**config.mk**
```make
export PLATFORM = sky130hd
export DESIGN_NAME = regfile_wb_arbiter_flat
export DESIGN_NICKNAME = d
export VERILOG_FILES = /design/src/rtl/regfile_wb_arbiter_pkg.sv /design/src/rtl/regfile_wb_arbiter_if.sv /design/src/rtl/regfile_wb_arbiter_rr_arb2.sv /design/src/rtl/regfile_wb_arbiter.sv /design/src/flat_wrapper.sv
export SDC_FILE = /design/constraint.sdc
export NUM_CORES = 1
export LEC_CHECK = 0
export CORE_AREA = 2 2 48 94
export CTS_BUF_LIST = sky130_fd_sc_hd__clkbuf_8
export DETAILED_ROUTE_END_ITERATION = 8
export DIE_AREA = 0 0 50 96
export PLACE_DENSITY = 0.89
export SLEW_MARGIN = 20
export SYNTH_ARGS = -nofsm -noshare
export SYNTH_HDL_FRONTEND = slang
export SYNTH_SLANG_ARGS = --single-unit
```
**constraint.sdc**
```tcl
create_clock -name clk -period 1.9 [get_ports clk]
set_input_delay 0.38 -clock clk [delete_from_list [all_inputs] [get_ports clk]]
set_output_delay 0.38 -clock clk [all_outputs]
set_load 0.05 [all_outputs]
```
**src/rtl/regfile_wb_arbiter_pkg.sv**
```systemverilog
// Shared constants and encodings for the register-file writeback arbiter.
// The register file uses the same width defaults.
package regfile_wb_arbiter_pkg;

    localparam int unsigned RF_DATA_W = 16;
    localparam int unsigned RF_ADDR_W = 3;
    localparam int unsigned DEF_CNT_W = 8;
    localparam int unsigned R0_ADDR   = 0;

    typedef enum logic {
        GRANT_A = 1'b0,
        GRANT_B = 1'b1
    } grant_e;

endpackage

```
**src/rtl/regfile_wb_arbiter_if.sv**
```systemverilog
// Writeback requester handshakes, pipeline controls and register-file write port.
interface regfile_wb_arbiter_if import regfile_wb_arbiter_pkg::*; #(
    parameter int unsigned DATA_W = RF_DATA_W,
    parameter int unsigned ADDR_W = RF_ADDR_W,
    parameter int unsigned CNT_W  = DEF_CNT_W
);
    logic              a_valid;
    logic [ADDR_W-1:0] a_dest;
    logic [DATA_W-1:0] a_data;
    logic              a_ready;
    logic              b_valid;
    logic [ADDR_W-1:0] b_dest;
    logic [DATA_W-1:0] b_data;
    logic              b_ready;
    logic              stall;
    logic              flush;
    logic              reg_write_en;
    logic [ADDR_W-1:0] reg_write_dest;
    logic [DATA_W-1:0] reg_write_data;
    logic [CNT_W-1:0]  conflict_cnt;

    modport master (
        output a_valid, a_dest, a_data, b_valid, b_dest, b_data, stall, flush,
        input  a_ready, b_ready, reg_write_en, reg_write_dest, reg_write_data, conflict_cnt
    );

    modport slave (
        input  a_valid, a_dest, a_data, b_valid, b_dest, b_data, stall, flush,
        output a_ready, b_ready, reg_write_en, reg_write_dest, reg_write_data, conflict_cnt
    );
endinterface

```
**src/rtl/regfile_wb_arbiter_rr_arb2.sv**
```systemverilog
// Two-way round-robin grant generator; last_grant only moves on a real conflict,
// so a lone requester never steals the other port's turn.
module regfile_wb_arbiter_rr_arb2 import regfile_wb_arbiter_pkg::*; (
    input  logic clk,
    input  logic rst_n,
    input  logic req_a,
    input  logic req_b,
    input  logic hold,
    output logic gnt_a_c,
    output logic gnt_b_c
);
    grant_e last_grant_q, last_grant_d;

    always_comb begin
        gnt_a_c      = 1'b0;
        gnt_b_c      = 1'b0;
        last_grant_d = last_grant_q;
        if (!hold) begin
            if (req_a && req_b) begin
                if (last_grant_q == GRANT_B) begin
                    gnt_a_c      = 1'b1;
                    last_grant_d = GRANT_A;
                end else begin
                    gnt_b_c      = 1'b1;
                    last_grant_d = GRANT_B;
                end
            end else begin
                gnt_a_c = req_a;
                gnt_b_c = req_b;
            end
        end
    end

    always_ff @(posedge clk or negedge rst_n) begin
        if (!rst_n) begin
            last_grant_q <= GRANT_B;
        end else begin
            last_grant_q <= last_grant_d;
        end
    end
endmodule

```
**src/rtl/regfile_wb_arbiter.sv**
```systemverilog
// Arbitrates ALU (A) and load (B) writebacks onto the single register-file
// write port, one registered write per cycle, and counts conflict cycles.
module regfile_wb_arbiter import regfile_wb_arbiter_pkg::*; #(
    parameter int unsigned DATA_W = RF_DATA_W,
    parameter int unsigned ADDR_W = RF_ADDR_W,
    parameter int unsigned CNT_W  = DEF_CNT_W
) (
    input logic                 clk,
    input logic                 rst_n,
    regfile_wb_arbiter_if.slave wb
);
    localparam logic [CNT_W-1:0] CNT_MAX = '1;

    logic              hold_c;
    logic              gnt_a_c;
    logic              gnt_b_c;
    logic              reg_write_en_q,   reg_write_en_d;
    logic [ADDR_W-1:0] reg_write_dest_q, reg_write_dest_d;
    logic [DATA_W-1:0] reg_write_data_q, reg_write_data_d;
    logic [CNT_W-1:0]  conflict_cnt_q,   conflict_cnt_d;

    // flush outranks stall, but both simply freeze arbitration for the cycle
    assign hold_c = wb.stall | wb.flush;

    regfile_wb_arbiter_rr_arb2 u_rr_arb2 (
        .clk     (clk),
        .rst_n   (rst_n),
        .req_a   (wb.a_valid),
        .req_b   (wb.b_valid),
        .hold    (hold_c),
        .gnt_a_c (gnt_a_c),
        .gnt_b_c (gnt_b_c)
    );

    assign wb.a_ready = gnt_a_c & rst_n;
    assign wb.b_ready = gnt_b_c & rst_n;

    // writes to r0 are accepted and latched but never enabled
    always_comb begin
        reg_write_en_d   = 1'b0;
        reg_write_dest_d = reg_write_dest_q;
        reg_write_data_d = reg_write_data_q;
        conflict_cnt_d   = conflict_cnt_q;
        if (gnt_a_c) begin
            reg_write_dest_d = wb.a_dest;
            reg_write_data_d = wb.a_data;
            reg_write_en_d   = (wb.a_dest != ADDR_W'(R0_ADDR));
        end else if (gnt_b_c) begin
            reg_write_dest_d = wb.b_dest;
            reg_write_data_d = wb.b_data;
            reg_write_en_d   = (wb.b_dest != ADDR_W'(R0_ADDR));
        end
        if (wb.flush) begin
            reg_write_en_d = 1'b0;
        end
        if (wb.a_valid && wb.b_valid && !hold_c && (conflict_cnt_q != CNT_MAX)) begin
            conflict_cnt_d = conflict_cnt_q + CNT_W'(1);
        end
    end

    always_ff @(posedge clk or negedge rst_n) begin
        if (!rst_n) begin
            reg_write_en_q   <= 1'b0;
            reg_write_dest_q <= '0;
            reg_write_data_q <= '0;
            conflict_cnt_q   <= '0;
        end else begin
            reg_write_en_q   <= reg_write_en_d;
            reg_write_dest_q <= reg_write_dest_d;
            reg_write_data_q <= reg_write_data_d;
            conflict_cnt_q   <= conflict_cnt_d;
        end
    end

    assign wb.reg_write_en   = reg_write_en_q;
    assign wb.reg_write_dest = reg_write_dest_q;
    assign wb.reg_write_data = reg_write_data_q;
    assign wb.conflict_cnt   = conflict_cnt_q;
endmodule

```
**src/flat_wrapper.sv**
```systemverilog
// flat-port wrapper written by rule: the top's interface ports become plain ports
module regfile_wb_arbiter_flat import regfile_wb_arbiter_pkg::*;
#(
    parameter int unsigned DATA_W = RF_DATA_W,
    parameter int unsigned ADDR_W = RF_ADDR_W,
    parameter int unsigned CNT_W  = DEF_CNT_W
)
  (clk, rst_n, wb_a_valid, wb_a_dest, wb_a_data, wb_b_valid, wb_b_dest, wb_b_data, wb_stall, wb_flush, wb_a_ready, wb_b_ready, wb_reg_write_en, wb_reg_write_dest, wb_reg_write_data, wb_conflict_cnt);
  regfile_wb_arbiter_if #(.DATA_W(DATA_W), .ADDR_W(ADDR_W), .CNT_W(CNT_W)) wb_i ();
  input logic clk;
  input logic rst_n;
  input wire logic [$bits(wb_i.a_valid)-1:0] wb_a_valid;
  input wire logic [$bits(wb_i.a_dest)-1:0] wb_a_dest;
  input wire logic [$bits(wb_i.a_data)-1:0] wb_a_data;
  input wire logic [$bits(wb_i.b_valid)-1:0] wb_b_valid;
  input wire logic [$bits(wb_i.b_dest)-1:0] wb_b_dest;
  input wire logic [$bits(wb_i.b_data)-1:0] wb_b_data;
  input wire logic [$bits(wb_i.stall)-1:0] wb_stall;
  input wire logic [$bits(wb_i.flush)-1:0] wb_flush;
  output wire logic [$bits(wb_i.a_ready)-1:0] wb_a_ready;
  output wire logic [$bits(wb_i.b_ready)-1:0] wb_b_ready;
  output wire logic [$bits(wb_i.reg_write_en)-1:0] wb_reg_write_en;
  output wire logic [$bits(wb_i.reg_write_dest)-1:0] wb_reg_write_dest;
  output wire logic [$bits(wb_i.reg_write_data)-1:0] wb_reg_write_data;
  output wire logic [$bits(wb_i.conflict_cnt)-1:0] wb_conflict_cnt;
  assign wb_i.a_valid = wb_a_valid;
  assign wb_i.a_dest = wb_a_dest;
  assign wb_i.a_data = wb_a_data;
  assign wb_i.b_valid = wb_b_valid;
  assign wb_i.b_dest = wb_b_dest;
  assign wb_i.b_data = wb_b_data;
  assign wb_i.stall = wb_stall;
  assign wb_i.flush = wb_flush;
  assign wb_a_ready = wb_i.a_ready;
  assign wb_b_ready = wb_i.b_ready;
  assign wb_reg_write_en = wb_i.reg_write_en;
  assign wb_reg_write_dest = wb_i.reg_write_dest;
  assign wb_reg_write_data = wb_i.reg_write_data;
  assign wb_conflict_cnt = wb_i.conflict_cnt;
  regfile_wb_arbiter #(.DATA_W(DATA_W), .ADDR_W(ADDR_W), .CNT_W(CNT_W)) u_core (.clk(clk), .rst_n(rst_n), .wb(wb_i));
endmodule
```
# [After elaboration in Yosys (flattened, before gate mapping)]
# Index checks and enable logic that the tools add are counted.
[totals] reg_bits=29 word_cells=32
[classes] n_addsub=1 eq_ne=1 n_mux=13 bitwise_logic=4 reduce_logical=8
[ops] operator="$mux W16" n=2
[ops] operator="$mux W1" n=9
[ops] operator="$add A8 B1 Y8 const B" n=1
[ops] operator="$ne A8 B8 Y1 const B" n=1
[ops] operator="$mux W3" n=2
[ops] operator="$reduce_bool A3 Y1" n=2
[ops] operator="$logic_and A1 B1 Y1" n=3
[ops] operator="$and A1 B1 Y1" n=2
[ops] operator="$reduce_and A2 Y1" n=1
[ops] operator="$reduce_bool A2 Y1" n=1
[ops] operator="$logic_not A1 Y1" n=1
[ops] operator="$not A1 Y1" n=1
[ops] operator="$or A1 B1 Y1" n=1

# [Depth between registers and ports, before layout]
# Gate-level depths: netlist (run 1).
[logic_depth] depth_word=6 ltp_mapped=5

# [Cells and area by module]
# Synthesis (run 1) repeated with hierarchy kept, for this count alone.
[hier_totals] hier_cells=136 area_unflattened_um2=1428.9
[modules_own_cells] mod="regfile_wb_arbiter" n_inst=1 cells_each=129 area_each_um2=1343.8 seq_area_each_um2=700.7
[modules_own_cells] mod="regfile_wb_arbiter_rr_arb2" n_inst=1 cells_each=7 area_each_um2=85.1 seq_area_each_um2=26.3

# [Worst setup path before layout (run 1)]
# OpenSTA, ideal clock, no wires.
[synth_timing] path_type="input to output" start="in wb_flush" end="out wb_b_ready" arrival_ps=2036 setup_slack_ps=-516 path_stages=3 path_cell_list="or2_1 > dlymetal6s2s_1 > a211oi_1"
[synth_via] elab_chain_cells=3
[synth_rtl] item="start, declared" line="flat_wrapper.sv:19" source="input wire logic [$bits(wb_i.flush)-1:0] wb_flush;"
[synth_rtl] item="$or A1 B1 Y1" line="regfile_wb_arbiter.sv:23" source="assign hold_c = wb.stall | wb.flush;"
[synth_rtl] item="$mux W1" line="regfile_wb_arbiter_rr_arb2.sv:18" source="if (!hold) begin"
[synth_rtl] item="$and A1 B1 Y1" line="regfile_wb_arbiter.sv:36" source="assign wb.b_ready = gnt_b_c & rst_n;"
[synth_rtl] item="end, declared" line="flat_wrapper.sv:21" source="output wire logic [$bits(wb_i.b_ready)-1:0] wb_b_ready;"
# No other way between the ends.

# [Worst setup path after layout (run 1)]
[layout_timing] start="reg u_core.reg_write_data_q[10], in the netlist u_core.wb.reg_write_data[10]" end="out wb_reg_write_data[10]"
[layout_rtl] item="start, declared" line="regfile_wb_arbiter.sv:19" source="logic [DATA_W-1:0] reg_write_data_q, reg_write_data_d;"
[layout_rtl] item="start signal, assigned" line="regfile_wb_arbiter.sv:70" source="reg_write_data_q <= reg_write_data_d;"
[layout_rtl] item="end, declared" line="flat_wrapper.sv:24" source="output wire logic [$bits(wb_i.reg_write_data)-1:0] wb_reg_write_data;"
# No word-level cell between the ends.

==> impl_metrics.toml, run 1 <==
[run_status]
status = "finished, final reports clean"

[sta]
period_minus_slack_ns = 1.84
clock_skew_ns = 0.00635
slew_headroom_pct = 65.5
fmax_ghz = 0.544
finalSetupViolations = 0
min_period_over_period_pct = 96.8
drv_slew = 0
hold_viol = 0
rsz0062_at_grt = "no"
timing.hold.ws_ns = 0.532
tightest_slew_ns = 0.505

[min_path]
min_path_type = "reg -> reg"
hold_start = "u_core.wb.conflict_cnt[3]"

[clocking]
numCtsBuffers = 5
htreeDepth = 2
cts.sinks = 29
cts.clk_slew.worst_paths_ns = 0.06
root_buffer = "clkbuf_8"
cts_resized = 6
cts_setup_buffers = 0
clock_latency_ns = 0.27
cts_tree = "built"
ctsHoldBuffers = 0
clock_path_buffers = 2

[synth]
synth_seq_area_share_pct = 42.5
synthTopCellsByArea = "dfrtp_1 (41%), o311ai_2 (17%), nand3_1 (5.8%)"
synth_top_area_share_pct = 40.9
synth_edf_count = 0
synthTopCellsByCount = "dfrtp_1 (28), inv_1 (20), nand3_1 (20)"
synth_nets = 203
avgSynthCellArea_um2 = 10.8
synth_ff_type = "dfrtp_1"
synth_area_um2 = 1710
yosysTopAreaCell = "dfrtp_1"
synth_seq_cells = 29
yosys_warnings = 0
synth.most_common_cell = "dfrtp_1"
synth_cell_types = 33
syn-instance-count = 158
async_reset_ff_share_pct = 100

[critical_path]
crit_buf_inv = 1
crit_arrival_ns = 1.46
required_ns = 1.52
cpMaxStageDelayCell = "clkdlybuf4s50_1"
worst_setup_path_end_kind = "primary output"
start_kind = "register"
crit_start = "u_core.wb.reg_write_data[10]"
cpPeakStageDelay_ns = 0.81
path_max_fanout = 2
crit_chain = "clkdlybuf4s50_1"
r2r_start = "u_core.wb.conflict_cnt[0]"
crit_family = "buffers and inverters"
worstSetupPathType = "reg -> out"

[floorplan]
row_count = 33
die_area_um2 = 4800
io_pins = 74
core_um2 = 4090
die_h_um = 96
die_w_um = 50
initial_core_util_pct = 41.9

[detailed_routing]
drt_iter0_drc = 35
wl_per_cell_um = 16.5
antenna_left = 0
first_pass_iters = 4
vias = 1622
wirelength_um = 4810
drc = 0
via_per_inst = 5.57

[grt]
grt_pass1_wl_um = 7660
grt_pass1_vias = 1610
antenna_found_initial = 0
track_usage_pct = 21.2
grt_max_degree = 21
overflow = 0

[power]
power_density_nw_per_um2 = 978
combPwrFrac_pct = 46.6
netSwitchingFraction_pct = 41.5
p_int_w = 0.00150
power.switching_w = 0.00106
ir_worst_vdd_mv = 1.07
seqPwrFrac_pct = 34.1
clockPowerShare_pct = 19.3
p_leak_nw = 1.09

[cells_and_area]
stdcell_count = 291
drive_above_1_share_pct = 24.7
diodes = 0
final_net_count = 284
fin_util_pct = 64.1
syn2layout_area_growth_pct = 53.0

[place]
portBuffers = 73
placed_cells = 284
dp_hpwl_um = 3630
place.gp.congestion = 0.808

[flow_run]
maxCapViolCount = 0
## area by class of cell
type,count,area (um2)
Inverter,20,75.1
Multi-Input combinational cell,97,848
Clock buffer,6,82.6
Tap cell,52,65.1
Sequential cell,29,727
Timing Repair Buffer,86,817
Fill cell,318,1470
Clock inverter,1,3.75
## layer usage
layer	wire, um	vias to the layer above	track usage (%)
li1	-	745	-
met1	1720	808	22.2
met2	2720	52	38.2
met3	179	17	4.35
met4	190	0	12.5
met5	0	-	0
## placed cells by master (no fill, tap or decap), drive strengths merged, types with 2 or more instances in the layout
cell and instances:
dfrtp 28, clkdlybuf4s50 57, and4 2, nand4 4
nand3 20, and2 3, dlygate4sd2 3, a211oi 2
o311ai 19, mux2 5, nand2b 3, and3 2
nand2 2, or2 2, clkbuf 6, buf 26
o21ai 21, inv 21, xnor2 3
## cell families after synthesis
group | after synthesis | share of synthesized area [%]
adders and majority gates | 1 | 0.731
AOI/OAI and AO/OA | 45 | 27.4
and+or+nand+nor | 42 | 14.5
xor gates and xnor gates | 4 | 2.05
DFF | 29 | 42.5
buffers and inverters | 32 | 9.50
muxes | 5 | 3.29
## per-stage QoR
step | power [W] | TNS [ns] | instance area, um2 | worst slack, ns
floorplan | 0.00163 | 0 | 1720 | 0.0604
global placement | 0.00205 | -0.151 | 2520 | -0.0671
detailed placement | 0.00208 | -0.351 | 2520 | -0.0978
CTS | 0.00259 | 0 | 2620 | 0.0458
global route | 0.00268 | 0 | 2620 | 0.0294
finish | 0.00256 | 0 | 2620 | 0.0606
## flip-flops by register name, indices dropped and copies added (netlist names)
register,count
u_core.wb.reg_write_data,16
u_core.wb.conflict_cnt,8
u_core.wb.reg_write_dest,3
u_core.u_rr_arb2.last_grant_q,1
u_core.wb.reg_write_en,1
## power by group through the flow
stage          logic [W]  clock network [W]  registers (W)
6_report         0.00119           0.000495       0.000874
5_1_grt          0.00125           0.000536       0.000893
4_1_cts          0.00120           0.000512       0.000874
3_5_place_dp     0.00120                  0       0.000884
3_3_place_gp     0.00117                  0       0.000876
2_1_floorplan   0.000325                  0        0.00130
## final timing paths
path / end / slack, ns / cells after the start
worst max-delay path: wb_reg_write_data[10] / 0.06 / 1
worst min-delay path: u_core.wb.conflict_cnt[3] / 0.53 / 1
worst max register to register: u_core.wb.conflict_cnt[1] / 0.29 / 4
worst min register to register: u_core.wb.conflict_cnt[3] / 0.53 / 1
max in group asynchronous: u_core.u_rr_arb2.last_grant_q / 1.08 / 2
min in group asynchronous: u_core.wb.reg_write_en / 0.58 / 2
No activity file was read; power rests on OpenSTA's default activity.
==> run 2, diff against run 1 <==
- CORE_AREA: 2 2 48 94 -> 2 2 54 82
- DIE_AREA: 0 0 50 96 -> 0 0 56 84
- PLACE_DENSITY: 0.89 -> 0.91
==> run 2 against run 1 <==
Net effect:
- count of clock-buffer cells in the layout did not move
- non-clock buffer count rose by 5
- cell count did not move
- critical path depth rose by 3
- clock skew fell by 0.0020 ns
- sequential share of layout area fell by 0.47 points
- critical endpoint is now wb_b_ready
- highest routed layer unchanged
- sequential power barely moved
- global-route usage fell by 0.51 points
- maximum frequency fell by 0.41%
- cell area rose by 1.7%
- flip-flop and latch count did not move
- utilization rose by 1.5 points
==> impl_metrics.toml, run 2 (synthesis gave the netlist of run 1 again) <==
[critical_path]
worstSetupPathType = "in -> out"
worstRegToRegCells = 4
crit_chain = "clkdlybuf4s50_1 > nand2_1 > a211oi_4 > buf_12"
crit_start = "rst_n"
crit_arrival_ns = 1.47
r2r_end = "u_core.wb.conflict_cnt[1]"
r2r_slack_ns = 0.28
start_kind = "input pin"
r2r_start = "u_core.wb.conflict_cnt[0]"
worst_setup_path_end_kind = "primary output"
cp-endpoint = "wb_b_ready"
cpPeakStageDelay_ns = 0.54
path_max_fanout = 4
required_ns = 1.52
cpMaxStageDelayCell = "clkdlybuf4s50_1"

[sta]
slew_headroom_pct = 65.7
drv_slew = 0
worst_slack_ns = 0.0531
min_period_over_period_pct = 97.2
hold_viol = 0
tns_ns = 0
tightest_slew_ns = 0.513
finalSetupViolations = 0
timing.hold.ws_ns = 0.516
clock_skew_ns = 0.00431
period_minus_slack_ns = 1.85
rsz0062_at_grt = "no"
fmax_ghz = 0.541

[power]
power.switching_w = 0.00108
clockPowerShare_pct = 19.9
combPwrFrac_pct = 46.4
power_density_nw_per_um2 = 974
p_leak_nw = 1.16
p_total_w = 0.00259
seqPwrFrac_pct = 33.7
netSwitchingFraction_pct = 41.7
ir_worst_vdd_mv = 0.770
p_int_w = 0.00151

[detailed_routing]
wirelength_um = 4690
via_per_inst = 5.49
drc = 0
highest_layer = "met4"
wl_met1_um = 1790
wl_per_cell_um = 16.1
vias = 1597
drt_iter0_drc = 36
route.met2.wl_um = 2480
antenna_left = 0
first_pass_iters = 4
met3_length_um = 260

[cells_and_area]
final_common_cell = "clkdlybuf4s50_1"
fillerInstances = 334
syn2layout_area_growth_pct = 55.6
layout_common_cells = "clkdlybuf4s50_1 (55), buf_4 (30), dfrtp_1 (28), inv_1 (22), nand3_1 (20)"
final_net_count = 289
diodes = 0
largest_reg_flops = 16
drive_above_1_share_pct = 26.5
final_area_um2 = 2660

[floorplan]
die_h_um = 84
core_um2 = 4060
io_pins = 74
row_count = 29
initial_core_util_pct = 42.1
die_area_um2 = 4700
die_w_um = 56

[place]
portBuffers = 73
pre_cts_ws_ns = -0.0800
dp_hpwl_um = 3470
place.gp.congestion = 0.829
place_area_um2 = 2540

[clocking]
root_buffer = "clkbuf_8"
cts.sinks = 29
numCtsBuffers = 5
clock_path_buffers = 2
cts.clk_slew.worst_paths_ns = 0.06
htreeDepth = 2
cts_tree = "built"
clock_latency_ns = 0.28

[run_status]
status = "finished, final reports clean"

[flow_run]
maxCapViolCount = 0

[grt]
overflow = 0
grt_pass1_wl_um = 7510
grt_max_degree = 21
track_usage_pct = 20.7
grt_pass1_vias = 1585
antenna_found_initial = 0

[min_path]
min_path_type = "in -> async"
## run 2: cell type report
type	count	area (um2)	area share, %
flip-flops and latches	29	727	27.3
clock inverters	2	7.51	0.282
multi-input cells	97	848	31.8
clock buffers	6	82.6	3.10
well taps	46	57.6	2.16
repair buffers	91	866	32.5
inverters	20	75.1	2.82
## run 2: layer usage
metal,global-route usage [%],vias up
li1,-,753
met1,22.6,772
met2,36.3,58
met3,4.19,14
met4,12.1,0
met5,0,-
## run 2: how the worst min path moves through the flow
| stage | start | endpoint | cells past startpoint |
|---|---|---|---|
| finish | rst_n | u_core.wb.conflict_cnt[4] | 2 |
| global route | rst_n | u_core.wb.conflict_cnt[5] | 2 |
| CTS | rst_n | u_core.wb.conflict_cnt[5] | 2 |
| detailed placement | u_core.wb.reg_write_data[10] | u_core.wb.reg_write_data[10] | 2 |
| global placement | u_core.wb.reg_write_data[10] | u_core.wb.reg_write_data[10] | 2 |
| floorplan | rst_n | u_core.wb.conflict_cnt[0] | 0 |
## run 2: repair_timing
item                       in CTS  in global routing
setup buffers                   0                  1
setup endpoints to repair       1                  2
hold buffers                    0                  0
resized for setup               1                  6
pin swaps                       1                  1
## run 2: power groups by stage
stage,sequential [W],clock [W],combinational [W]
floorplan,0.00130,0,0.000325
global placement,0.000874,0,0.00117
detailed placement,0.000884,0,0.00119
CTS,0.000875,0.000522,0.00120
global route,0.000894,0.000549,0.00126
finish,0.000875,0.000516,0.00120
## run 2: through the flow
stage | std cells | utilization (%)
finish | 291 | 65.5
global route | 291 | 65.5
CTS | 290 | 64.8
detailed placement | 282 | 62.6
global placement | 282 | 62.6
floorplan | 158 | -
## run 2: critical path: cells and delay by family
family / cells / cell delay, ns
AO/OA/AOI/OAI: 1 / 0.26
AND/OR/NAND/NOR: 1 / 0.11
buffers and inverters: 2 / 0.71
==> run 3, diff against run 2 <==
- CTS_CLUSTER_SIZE: default -> 16
==> results of run 3 <==
Final layout, timing and power as in run 2 (identical DEF).
